**config.mk**
```make
export PLATFORM = sky130hd
export DESIGN_NAME = mvm_result_collector
export DESIGN_NICKNAME = d
export VERILOG_FILES = /design/src/rtl/mvm_result_collector.sv
export SDC_FILE = /design/constraint.sdc
export NUM_CORES = 1
export LEC_CHECK = 0
export BUFFER_PORTS_ARGS = -buffer_cell sky130_fd_sc_hd__buf_2
export CORE_ASPECT_RATIO = 1.75
export CORE_UTILIZATION = 58
export CTS_BUF_LIST = sky130_fd_sc_hd__clkbuf_4 sky130_fd_sc_hd__clkbuf_8
export CTS_CLUSTER_DIAMETER = 50
export DETAILED_ROUTE_END_ITERATION = 12
export PLACE_DENSITY = 0.8
export REMOVE_ABC_BUFFERS = 1
export SETUP_SLACK_MARGIN = 0.2
export SYNTH_ARGS = -nofsm -noshare
export SYNTH_HDL_FRONTEND = slang
export SYNTH_SLANG_ARGS = --single-unit
```
**constraint.sdc**
```tcl
create_clock -name clk -period 3.3 [get_ports clk]
set_clock_uncertainty 0.15 [all_clocks]
set_input_delay 0.99 -clock clk [delete_from_list [all_inputs] [get_ports clk]]
set_output_delay 0.99 -clock clk [all_outputs]
set_load 0.02 [all_outputs]
```
**src/rtl/mvm_result_collector.sv**
```systemverilog
// rtl/mvm_result_collector.sv - reassembles serialized result elements into whole vectors and buffers them
module mvm_result_collector #(
    parameter int NROWS_A = 4,
    parameter int DATA_W  = 16,
    parameter int NUM_S   = 2
) (
    input  logic                            clk,
    input  logic                            reset,
    input  logic [DATA_W-1:0]               s_data,
    input  logic                            s_valid,
    output logic                            s_ready,
    output logic [NROWS_A*DATA_W-1:0]       m_vec,
    output logic                            m_valid,
    input  logic                            m_ready,
    output logic [$clog2(NUM_S+1)-1:0]      vec_count,
    output logic                            partial
);

    localparam int VEC_W = NROWS_A * DATA_W;
    localparam int PTR_W = (NUM_S > 1) ? $clog2(NUM_S) : 1;
    localparam int IDX_W = (NROWS_A > 1) ? $clog2(NROWS_A) : 1;
    localparam int CNT_W = $clog2(NUM_S + 1);

    localparam logic [CNT_W-1:0] FULL_CNT = CNT_W'(NUM_S);
    localparam logic [IDX_W-1:0] LAST_IDX = IDX_W'(NROWS_A - 1);
    localparam logic [PTR_W-1:0] LAST_PTR = PTR_W'(NUM_S - 1);

    logic [VEC_W-1:0] slot_mem [NUM_S];
    logic [PTR_W-1:0] wr_ptr;
    logic [PTR_W-1:0] rd_ptr;
    logic [IDX_W-1:0] elem_idx;
    logic [CNT_W-1:0] count;

    logic in_xfer;
    logic out_xfer;
    logic vec_done;

    function automatic logic [PTR_W-1:0] ptr_next(input logic [PTR_W-1:0] p);
        return (p == LAST_PTR) ? '0 : p + 1'b1;
    endfunction

    // s_ready depends only on stored occupancy and reset, never on m_ready
    assign s_ready   = ~reset & (count < FULL_CNT);
    assign m_valid   = (count != '0);
    assign m_vec     = slot_mem[rd_ptr];
    assign vec_count = count;
    assign partial   = (elem_idx != '0);

    assign in_xfer  = s_valid & s_ready;
    assign out_xfer = m_valid & m_ready;
    assign vec_done = in_xfer & (elem_idx == LAST_IDX);

    // Element storage: slot contents are not cleared on reset, pointers make stale data unreachable
    always_ff @(posedge clk) begin
        if (in_xfer) begin
            slot_mem[wr_ptr][elem_idx*DATA_W +: DATA_W] <= s_data;
        end
    end

    // Pointer, element index and occupancy bookkeeping
    always_ff @(posedge clk) begin
        if (reset) begin
            wr_ptr   <= '0;
            rd_ptr   <= '0;
            elem_idx <= '0;
            count    <= '0;
        end else begin
            if (in_xfer) begin
                elem_idx <= (elem_idx == LAST_IDX) ? '0 : elem_idx + 1'b1;
            end
            if (vec_done) begin
                wr_ptr <= ptr_next(wr_ptr);
            end
            if (out_xfer) begin
                rd_ptr <= ptr_next(rd_ptr);
            end
            case ({vec_done, out_xfer})
                2'b10:   count <= count + 1'b1;
                2'b01:   count <= count - 1'b1;
                default: count <= count;
            endcase
        end
    end

endmodule

```
# Yosys cells after proc, flatten, opt, wreduce, memory -nomap -nowiden
# Memory sizes are Yosys's and may differ from the RTL's. A register that Yosys moved wholly into a read port is not among the register bits.
# Cells that the tools add are included.
# W data, S select, Z words.
op_classes:
  add_sub_neg: 6
  shifts: 2
  reduce_logical: 3
  mux: 8
  eq_ne: 3
  order_cmp: 1
  bitwise: 5
op_table:
  columns: ["cell", "n"]
  rows:
  - ["$mux W64", 1]
  - ["$shift A16 B34 Y64 const A", 1]
  - ["$shiftx A16 B34 Y64", 1]
  - ["$neg A6 Y34", 1]
  - ["$reduce_bool A2 Y1", 3]
  - ["$mux W1", 5]
  - ["$add A2 B1 Y2 const B", 2]
  - ["$and A1 B1 Y1", 4]
  - ["$eq A2 B2 Y1 const B", 2]
  - ["$pmux W2 S2", 1]
  - ["$add A1 B1 Y1 const B", 2]
  - ["$eq A2 B1 Y1 const B", 1]
  - ["$lt A2 B2 Y1 const B", 1]
  - ["$mux W2", 1]
  - ["$sub A2 B1 Y2 const B", 1]
  - ["$not A1 Y1", 1]
word_totals:
  ramBits: 128
  ff_bits: 6
  out_inout_bits: 69
  inputBits: 20
  elab_cells: 33
  memories: 1
memory_table:
  columns: ["name", "words", "word_bits", "rd", "rd_ports_with_merged_regs", "wr", "line_no", "rtl"]
  rows:
  - ["slot_mem", 2, 64, 1, 1, 1, "28", "logic [VEC_W-1:0] slot_mem [NUM_S];"]

# Longest topological paths before layout
depth:
  ltp_word: 6
  ltp_mapped: 7
  ltp_nobuf: 6

# Worst setup path after synthesis
# OpenSTA, ideal clock, no wires.
synth_path:
  path_kind: "input port to flip-flop"
  start: "input port reset"
  end: "memory slot_mem[0][0] in the netlist's numbering (enable)"
  n_path_buf: 1
  setup_time_ns: 0.409
  t_required_ns: 2.741
  path_stages: 4
  arrival_time_ns: 2.600
  setup_slack_ns: 0.140
  cell_sequence: "clkbuf_1 nor2b_1 nand2_1 nor3_1"
synth_via:
  elab_chain_len: 5
synth_lines:
  columns: ["element", "line_no", "rtl"]
  rows:
  - ["from (decl)", "8", "input logic reset,"]
  - ["$not A1 Y1", "43", "assign s_ready = ~reset & (count < FULL_CNT);"]
  - ["$and A1 B1 Y1", "43", null]
  - ["$and A1 B1 Y1", "49", "assign in_xfer = s_valid & s_ready;"]
  - ["$mux W1", "55", "if (in_xfer) begin"]
  - ["$mux W64 (implied by the code)", "56", "slot_mem[wr_ptr][elem_idx*DATA_W +: DATA_W] <= s_data;"]
  - ["to (decl)", "28", null]
# No other way between the ends.

==> results by group <==
STA
  • Min Hold Slack: 0.374 ns
  • RSZ-0062 raised after global routing: false
  • Setup TNS: 0 ns
  • Setup ws final: 0.352 ns
  • Normalized max-slew margin: 0.436
  • Post-layout minimum cycle time: 2.95 ns
  • Final Hold Vio Count: 0
  • Period utilization: 0.893
  • Final setup viols: 0
  • Slew Viols, Final: 0
  • F_max: 339 MHz
  • Tightest Pin Transition: 0.842 ns

GRT
  • Met2 GRT Util: 0.402
  • Top Usage Layer GRT: met2
  • Met1 GRT Util: 0.233
  • All-Layer GR Usage: 0.231
  • Vias in the first global route: 3177
  • First-pass GRT wire length: 15.4 mm
  • Gr ovfl total: 0
  • Largest net degree at the start of global routing: 52
  • Met3 GRT Util: 0.0644
  • Initial antenna violation count: 0

Logic synthesis
  • Post-Synth Adder-Cell Area: 0.0159
  • Synth async-reset ratio: 0
  • YS warnings: 0
  • Synthesized flop and latch total: 135
  • Post-synthesis mux area share: 0.135
  • Post-synth EDFFs: 128
  • Area leader, netlist: edfxtp_1
  • Synth Area in Compound Gates: 0.00319
  • Largest cells by area after synthesis: edfxtp_1 70%, mux2_2 13%, nor2_1 3.3%
  • Synth Area per Inst: 16.0 µm²
  • Post-synth top cells: 128 x edfxtp_1, 64 x mux2_2, 48 x nor2_1
  • Synth Area in XOR/XNOR: 0.00638
  • Netlist cell types: 26
  • Largest family of logic cells by synthesized area: multiplexers
  • Cell Area, Synth: 5490 µm²
  • Simple logic cell fraction of the synthesized area: 0.0961
  • Sequential element share of the synthesized area: 0.725
  • Most used DFF post-synth: edfxtp_1
  • Count leader, synth: edfxtp_1
  • Mapped Cells: 343
  • Synth top area share: 0.700

Drt
  • Routed len/inst: 18.0 µm
  • DR iter-0 viols: 133
  • Via count: 3091
  • DRC Markers: 0
  • Final wirelength: 10.4 mm
  • Drt first pass iters: 5
  • Antenna violation net count after detailed routing: 0
  • DR vias/cell: 5.33

Clock network
  • Worst-skew pair later-pin latency: 0.42 ns
  • Total CTS buffers: 17
  • Clock sinks: 135
  • H-tree depth: 4
  • Hold_buf cts: 0
  • Clock buffer depth: 2
  • CTS tree: done
  • Clock-pin slew on the worst setup and hold paths: 0.06 ns
  • Root Driver: clkbuf_8
  • Number of setup buffers added after CTS: 0

Die
  • # rows: 46
  • Die height: 131 µm
  • I/O pins: 89
  • Die X: 75.6 µm
  • Core ar.: 9150 µm²
  • Starting density of the core: 0.600
  • Die ar.: 9880 µm²

Power
  • Combinational Power Share: 0.075
  • Pwr Density: 504 nW/µm²
  • Clk pwr share: 0.337
  • Int Pwr: 0.00254 W
  • Final Power: 0.00325 W
  • Seq pwr share: 0.588
  • Leakage: 2.30 nW
  • NetSw: 0.000705 W
  • Maximum vdd ir drop: 330 µV
  • Switch share: 0.217

Placed design
  • GPL Wtd Cong: 0.851
  • Worst slack at placement: 0.618 ns
  • I/O Buffers: 88
  • Placed cell areas: 6120 µm²
  • Hpwl dp: 7.16 mm

Critical path
  • Reg2Reg Capture Point: slot_mem[0][7]
  • CP Capture Point: m_vec[16]
  • Required @ worst endpoint: 2.16 ns
  • WS Path Type: reg -> out
  • Internal reg-to-reg setup slack: 0.88 ns
  • CP max FO: 51
  • R2R Path Start: elem_idx[0]
  • R2R cell count: 4
  • Worst setup SP type: flop
  • Endpoint class of the critical path: output pin
  • CP Data Arrival Time: 1.81 ns

Flow run
  • Max Cap Violations: 0

Finish
  • Area Overhead vs Synth: 17.2%
  • NumNets Final: 475
  • Share of layout cells above drive strength 1: 0.433
  • Design area: 6440 µm²
  • # diodes: 0

Min path
  • Hold path depth: 2
  • Hold path start: rd_ptr
  • Hold WC Path Type: reg -> reg

Status
  • Outcome: completed
==> worst min-delay path by stage <==
stage	endpoint	slack, ns
after floorplan	flop	0.33
after global routing	rd_ptr	0.42
after global placement	rd_ptr	0.36
after detailed placement	rd_ptr	0.36
after CTS	rd_ptr	0.38
final	rd_ptr	0.37
==> registers in the layout, summed over array words and instances (netlist names), named ones only <==
name,cells
slot_mem,128
rd_ptr,1
elem_idx,2
vec_count,2
wr_ptr,1
==> per-layer routing <==
metal | share of wire | wire, µm | vias up
li1 | - | - | 1452
met1 | 0.35 | 3630 | 1494
met2 | 0.56 | 5820 | 123
met3 | 0.052 | 543 | 22
met4 | 0.040 | 421 | 0
met5 | 0 | 0 | -
==> placed cells by master (no fill, tap or decap) <==
cell type and count:
xnor2_1 2, inv_1 3, xor2_1 2, mux2i_1 2, clkinv_2 4, nor3_2 5
nand2b_1 2, ha_1 7, clkbuf_4 7, clkinv_1 3, nand2_1 18, and2_1 26
dfxtp_4 1, and3_1 5, nand3b_1 1, clkbuf_8 17, buf_2 88, nor2b_1 3
mux2_2 64, buf_12 1, or2_2 1, or3_1 1, nor2_1 48, nand3_1 1
edfxtp_1 128, a21oi_1 1, dfxtp_1 6, o21a_1 1, o21ai_0 1, buf_4 11
==> metrics by stage <==
step	std cells	util
after global routing	580	0.704
after CTS	580	0.704
after detailed placement	549	0.669
final	580	0.704
after global placement	549	0.669
after floorplan	329	-
==> power by group through the flow <==
stage	clock network [W]	registers, W	logic (W)
2_1_floorplan	0	0.00194	0.000148
3_3_place_gp	0	0.00194	0.000240
3_5_place_dp	0	0.00195	0.000245
4_1_cts	0.00113	0.00191	0.000246
5_1_grt	0.00118	0.00191	0.000266
6_report	0.00109	0.00191	0.000243
==> worst max-delay path: stages (launching register included) <==
cell and delay, ns:
dfxtp_4 0.48, buf_12 0.31, mux2_2 0.40, buf_2 0.16
==> cell type report <==
class	instances	area, µm²
repair buffers	100	543
multi-input cells	191	1430
clock inverters	7	31.3
inverters	3	11.3
well taps	120	150
flip-flops and latches	135	3990
clock buffers	24	287
fillers	605	2710
==> kinds of logic (layout without fill, tap and decap cells) <==
logic type / Yosys count / in the layout
flip-flops: 135 / 135
AND/OR/NAND/NOR: 111 / 111
multiplexers: 66 / 66
buffers and inverters: 17 / 134
adder cells (fa/ha/maj): 7 / 7
XOR/XNOR: 4 / 4
AO/OA/AOI/OAI: 3 / 3
==> what timing repair did <==
action                                  4_1_cts  5_1_grt
hold endpoints to repair                      0        0
endpoints found under the setup margin        2        0
gates resized for setup                       1        0
(Power assumes the default switching activity.)
